**src/rtl/aud_dsp_player_feed.sv**
```systemverilog
// Playback feed: reads samples from SRAM and applies fast, slow-repeat or slow-interpolate speed control.
// The DAC sample is updated once per daclrck rising edge, a few bclk cycles after the edge.
module aud_dsp_player_feed #(
  parameter int ADDR_W = 20,
  parameter int DATA_W = 16
) (
  input  logic              i_bclk,
  input  logic              i_rst_n,
  input  logic              i_start,
  input  logic              i_pause,
  input  logic              i_stop,
  input  logic              i_fast,
  input  logic              i_slow_0,
  input  logic              i_slow_1,
  input  logic [2:0]        i_speed,
  input  logic              i_daclrck,
  input  logic [ADDR_W-1:0] i_end_addr,
  input  logic [DATA_W-1:0] i_sram_data,
  output logic [ADDR_W-1:0] o_sram_addr,
  output logic [DATA_W-1:0] o_dac_data,
  output logic              o_busy,
  output logic              o_done
);

  typedef enum logic [2:0] {S_IDLE, S_WAIT, S_FETCH, S_LATCH, S_CALC, S_END} state_t;
  typedef enum logic [1:0] {M_NORM, M_FAST, M_SLOW0, M_SLOW1} mode_t;

  state_t            state_q, state_d;
  mode_t             mode_q, mode_d, mode_in;
  logic [3:0]        n_q, n_d, n_in, k_q, k_d, k_inc;
  logic [DATA_W-1:0] prev_q, prev_d, cur_q, cur_d, dac_q, dac_d;
  logic [ADDR_W-1:0] addr_q, addr_d, end_q, end_d;
  logic              done_q, done_d, lrck_q, frame_edge;

  logic signed [DATA_W:0]   diff;
  logic signed [DATA_W+3:0] diff_ext, k_ext, n_ext, prod, quot;
  logic [DATA_W-1:0]        interp;
  logic [ADDR_W:0]          step, addr_nxt;
  logic                     advance;

  assign frame_edge = i_daclrck & ~lrck_q;

  always_comb begin
    mode_in = M_NORM;
    if (i_fast)        mode_in = M_FAST;
    else if (i_slow_1) mode_in = M_SLOW1;
    else if (i_slow_0) mode_in = M_SLOW0;
    n_in = (mode_in == M_NORM) ? 4'd1 : ({1'b0, i_speed} + 4'd1);
  end

  // Interpolation: prev + (cur - prev) * k / N, division truncates toward zero.
  always_comb begin
    k_inc    = k_q + 4'd1;
    diff     = $signed({cur_q[DATA_W-1], cur_q}) - $signed({prev_q[DATA_W-1], prev_q});
    diff_ext = {{3{diff[DATA_W]}}, diff};
    k_ext    = {{DATA_W{1'b0}}, k_inc};
    n_ext    = {{DATA_W{1'b0}}, n_q};
    prod     = diff_ext * k_ext;
    quot     = prod / n_ext;
    interp   = prev_q + quot[DATA_W-1:0];
  end

  always_comb begin
    state_d = state_q;
    mode_d  = mode_q;
    n_d     = n_q;
    k_d     = k_q;
    prev_d  = prev_q;
    cur_d   = cur_q;
    dac_d   = dac_q;
    addr_d  = addr_q;
    end_d   = end_q;
    done_d  = 1'b0;
    advance = 1'b0;
    step     = (mode_q == M_NORM || mode_q == M_FAST) ? {{(ADDR_W-3){1'b0}}, n_q} : {{ADDR_W{1'b0}}, 1'b1};
    addr_nxt = {1'b0, addr_q};

    case (state_q)
      S_IDLE: begin
        if (i_start) begin
          if (i_end_addr == '0) begin
            done_d = 1'b1;
          end else begin
            end_d   = i_end_addr;
            addr_d  = '0;
            k_d     = '0;
            prev_d  = '0;
            state_d = S_WAIT;
          end
        end
      end
      S_WAIT: begin
        if (frame_edge) begin
          if (i_pause) begin
            dac_d = '0;
          end else begin
            mode_d = mode_in;
            n_d    = n_in;
            if (mode_in != mode_q) k_d = '0;
            state_d = S_FETCH;
          end
        end
      end
      S_FETCH: state_d = S_LATCH;
      S_LATCH: begin
        cur_d   = i_sram_data;
        state_d = S_CALC;
      end
      S_CALC: begin
        case (mode_q)
          M_SLOW0, M_SLOW1: begin
            dac_d = (mode_q == M_SLOW1) ? interp : cur_q;
            if (k_inc >= n_q) begin
              k_d     = '0;
              prev_d  = cur_q;
              advance = 1'b1;
            end else begin
              k_d = k_inc;
            end
          end
          default: begin
            dac_d   = cur_q;
            prev_d  = cur_q;
            k_d     = '0;
            advance = 1'b1;
          end
        endcase
        if (advance) addr_nxt = {1'b0, addr_q} + step;
        // Past the last sample the address is held; the final frame keeps its sample.
        if (addr_nxt >= {1'b0, end_q}) begin
          state_d = S_END;
        end else begin
          addr_d  = addr_nxt[ADDR_W-1:0];
          state_d = S_WAIT;
        end
      end
      S_END: begin
        if (frame_edge) begin
          dac_d   = '0;
          done_d  = 1'b1;
          addr_d  = '0;
          state_d = S_IDLE;
        end
      end
      default: state_d = S_IDLE;
    endcase

    if (i_stop && state_q != S_IDLE) begin
      state_d = S_IDLE;
      dac_d   = '0;
      addr_d  = '0;
      k_d     = '0;
      prev_d  = '0;
      done_d  = 1'b0;
    end
  end

  always_ff @(posedge i_bclk or negedge i_rst_n) begin
    if (!i_rst_n) begin
      state_q <= S_IDLE;
      mode_q  <= M_NORM;
      n_q     <= 4'd1;
      k_q     <= '0;
      prev_q  <= '0;
      cur_q   <= '0;
      dac_q   <= '0;
      addr_q  <= '0;
      end_q   <= '0;
      done_q  <= 1'b0;
      lrck_q  <= 1'b0;
    end else begin
      state_q <= state_d;
      mode_q  <= mode_d;
      n_q     <= n_d;
      k_q     <= k_d;
      prev_q  <= prev_d;
      cur_q   <= cur_d;
      dac_q   <= dac_d;
      addr_q  <= addr_d;
      end_q   <= end_d;
      done_q  <= done_d;
      lrck_q  <= i_daclrck;
    end
  end

  assign o_sram_addr = addr_q;
  assign o_dac_data  = dac_q;
  assign o_busy      = (state_q != S_IDLE);
  assign o_done      = done_q;

endmodule
```
**config.mk**
```make
export PLATFORM = sky130hd
export DESIGN_NAME = aud_dsp_player_feed
export DESIGN_NICKNAME = d
export VERILOG_FILES = /design/src/rtl/aud_dsp_player_feed.sv
export SDC_FILE = /design/constraint.sdc
export NUM_CORES = 1
export LEC_CHECK = 0
export ABC_AREA = 1
export BUFFER_PORTS_ARGS = -buffer_cell sky130_fd_sc_hd__buf_2
export CAP_MARGIN = 15
export CORE_ASPECT_RATIO = 2
export CORE_MARGIN = 2
export CORE_UTILIZATION = 40
export DETAILED_ROUTE_END_ITERATION = 10
export PLACE_DENSITY = 0.65
export SLEW_MARGIN = 20
export SYNTH_ARGS = -nofsm -noshare
export SYNTH_HDL_FRONTEND = slang
export SYNTH_SLANG_ARGS = --single-unit
```
**constraint.sdc**
```tcl
create_clock -name i_bclk -period 38.5 [get_ports i_bclk]
set_input_delay 3.85 -clock i_bclk [delete_from_list [all_inputs] [get_ports i_bclk]]
set_output_delay 3.85 -clock i_bclk [all_outputs]
set_load 0.005 [all_outputs]
```
==> metrics.cfg <==
[status]
outcome=finished, final reports clean

[critical_path]
r2r_end=o_dac_data[15]$_DFFE_PN0P_
crit_top_cell=nand2_1
ff2ff_setup_slack_ns=2.82
reg2reg_depth=254
crit_buf_inv=37
crit_required_ns=38.80
worstSetupPathType=flop to flop
worst_path_largest_cell_delay_ns=0.53
startpoint_type=flop
cp_slowest_cell=fa_1
critPathMaxFanout=9
arrival_ns=35.98
path_delay_family=compound AO/OA/AOI/OAI gates
endpoint_kind=flop
r2r-start=cur_q[2]$_DFFE_PN0N_

[finish]
design_area_um2=20000
stdcell_count=3528
final_net_count=3226
synthToLayoutAreaGrowth_pct=12.1
drive_above_1_share_pct=15.2
antennaDiodeCount=0

[logic_synthesis]
yosysWarnings=0
syn_inst=2836
syn_avg_cell_area_um2=6.31
synth.area.top_cells=nand2_1 (15%), dfrtp_1 (14%), ha_1 (12%)
ys_seq_elements=103
synth_top_area_share_pct=14.7
synth_edf_count=0
synth-async-reset-ratio_pct=100
synthFlopType=dfrtp_1
synth_top_cell_by_area=nand2_1
synth_cell_type_count=71
ys_seq_area_share_pct=14.4
syn_area_um2=17900
syn_nets=3094

[cts]
numCtsBuffers=9
clock_path_buffers=2
clock_latency_ns=0.37
cts.sinks=103
clk_pin_slew_ns=0.08
cts_tree=done
cts_hold_buf=0
cts_htree_levels=3
ctsRootBufferMaster=clkbuf_16

[placement]
place_congestion=0.980
dp_cells=3465
placed_area_um2=19000
dp_hpwl_um=47100
io_buffers=85

[grt]
grt.overflow.total=0
grt_max_degree=77
grt_pass1_wl_um=90900
antenna_found_initial=0
first_global_vias=19100
grt_usage_pct=23.8

[run]
drv_cap=0

[floorplan]
io_pins=86
dieWidth_um=154
core_um2=44200
initial_core_util_pct=40.5
rows=109
fp.dieArea_um2=46500
chipHeight_um=303

[detailed_routing]
ant_nets=0
vias=18800
wl_um=56400
post_drt_wl_per_cell_um=16.0
drt_iter0_drc=848
drt_pre_antenna_iters=6
drc=0
viasPerCell=5.33

[sta]
finalHoldViolCount=0
fin_crit_sh_pct=92.7
maxSlewViolCount=0
worstMarginPinSlew_ns=0.941
hold-worst-slack_ns=0.494
slew_headroom_pct=37.2
finalSetupViolCount=0
max_freq_mhz=28.0
period_needed_ns=35.68
skew_ns=0.0121

[min_path]
min_to=o_dac_data[0]$_DFFE_PN0P_
hold_class=flop to flop
hold_depth=2
hold_start=o_dac_data[0]$_DFFE_PN0P_

[per-stage QoR]
| step | setup TNS (ns) | utilization [%] | worst slack [ns] |
|---|---|---|---|
| after detailed placement | -2.71 | 42.9 | -1.03 |
| after global placement | 0 | 42.9 | 0.395 |
| after floorplan | 0 | - | 2.09 |
| after global routing | -1.10 | 45.4 | -0.480 |
| final | 0 | 45.4 | 2.82 |
| after CTS | 0 | 43.6 | 0.0539 |
[final cells by class]
class                           count  area, µm²
Fill cell                        4644      24100
Multi-Input combinational cell   2184      13600
Sequential cell                   103       2580
Inverter                          510       1930
Timing Repair Buffer              160        998
Tap cell                          555        694
Clock buffer                        9        225
Clock inverter                      7       61.3
[cell families after synthesis]
kind of cell | count (synthesis) | synth area share [%]
flops | 103 | 14.4
compound gates | 370 | 11.9
fa+ha+maj | 210 | 16.2
xor+xnor | 126 | 6.25
simple gates | 1475 | 39.0
buf+inv | 550 | 12.2
mux | 2 | 0.119
[cell usage in the layout, fill, tap and decap left out, types with 6 or more instances in the layout]
cell type / n
a21o_1: 6
a21oi_1: 92
a21oi_2: 15
a32o_1: 10
buf_2: 84
buf_4: 74
clkbuf_16: 9
clkinv_1: 7
dfrtp_1: 101
fa_1: 35
ha_1: 168
inv_1: 465
inv_2: 31
nand2_1: 692
nand2_2: 48
nand2_4: 20
nand3_1: 215
nand3_2: 36
nand3_4: 9
nand3b_1: 13
nand4_1: 62
nor2_1: 268
nor2_2: 16
nor2_4: 23
nor3_1: 35
nor3_2: 6
nor4_1: 7
o21a_1: 7
o21ai_0: 132
o21ai_1: 33
o21ai_2: 12
o21bai_1: 20
o31ai_1: 7
or2_2: 7
xnor2_1: 19
xor2_1: 99
xor2_2: 6
[per-layer routing]
layer | up-vias | wire, µm | track usage [%]
li1 | 9385 | - | -
met4 | 0 | 3840 | 14.4
met1 | 8792 | 18900 | 20.9
met5 | - | 0 | 0
met2 | 438 | 32200 | 50.0
met3 | 189 | 1560 | 2.40
[flip-flops by register name, indices dropped and copies added, names as in the netlist]
signal,cells
cur_q,16
end_q,20
k_q,4
lrck_q,1
mode_q,2
n_q,4
o_dac_data,16
o_done,1
o_sram_addr,20
prev_q,16
state_q,3
[cell usage after synthesis, types with 4 or more instances]
cell type and n:
nand4_4 4, nor2_2 10, nand4_1 62, nand3_1 216, a31oi_1 4, nand2_4 18, nor4_1 8, buf_6 9
inv_2 33, a32o_1 10, o21ai_2 6, o31ai_1 10, nand2_2 42, xor2_1 104, nor2_4 16, dfrtp_1 102
a21boi_0 4, fa_1 35, clkbuf_1 19, a21o_1 6, xnor2_1 20, ha_1 175, nand3b_1 13, nand2_1 699
o21ai_0 147, nor3_1 39, nand3_2 37, inv_1 468, clkinv_1 7, o21a_1 7, nor2_1 281, nand3_4 7
a21oi_1 111, or2_2 7, o21bai_1 21, o21ai_1 26
[timing repair]
action | CTS | global route
setup buffers | 0 | 46
pin swaps | 0 | 43
gates resized for setup | 10 | 107
endpoints found under the setup margin | 6 | 16
cloned | 0 | 1
hold endpoints to repair | 0 | 0
[worst max-delay path by stage]
stage                                    start                          to  slack (ns)  cells past startpoint
after floorplan           cur_q[2]$_DFFE_PN0N_  o_dac_data[15]$_DFFE_PN0P_        2.09                    261
after global placement    cur_q[2]$_DFFE_PN0N_  o_dac_data[15]$_DFFE_PN0P_        0.40                    250
after detailed placement  cur_q[2]$_DFFE_PN0N_  o_dac_data[15]$_DFFE_PN0P_       -1.03                    250
after CTS                 cur_q[2]$_DFFE_PN0N_  o_dac_data[15]$_DFFE_PN0P_        0.05                    250
after global routing      cur_q[2]$_DFFE_PN0N_  o_dac_data[15]$_DFFE_PN0P_       -0.48                    255
final                     cur_q[2]$_DFFE_PN0N_  o_dac_data[15]$_DFFE_PN0P_        2.82                    254
[tightest hold or removal path: cells and delay by family, from the launching register on]
kind | cells | cell delay (ns)
flip-flops | 1 | 0.34
AO/OA/AOI/OAI | 1 | 0.06
AND/OR/NAND/NOR | 1 | 0.05
Power is left out: the tool's default activity adds up to more than one toggle a clock period on the data nets, which glitch-free logic cannot reach.
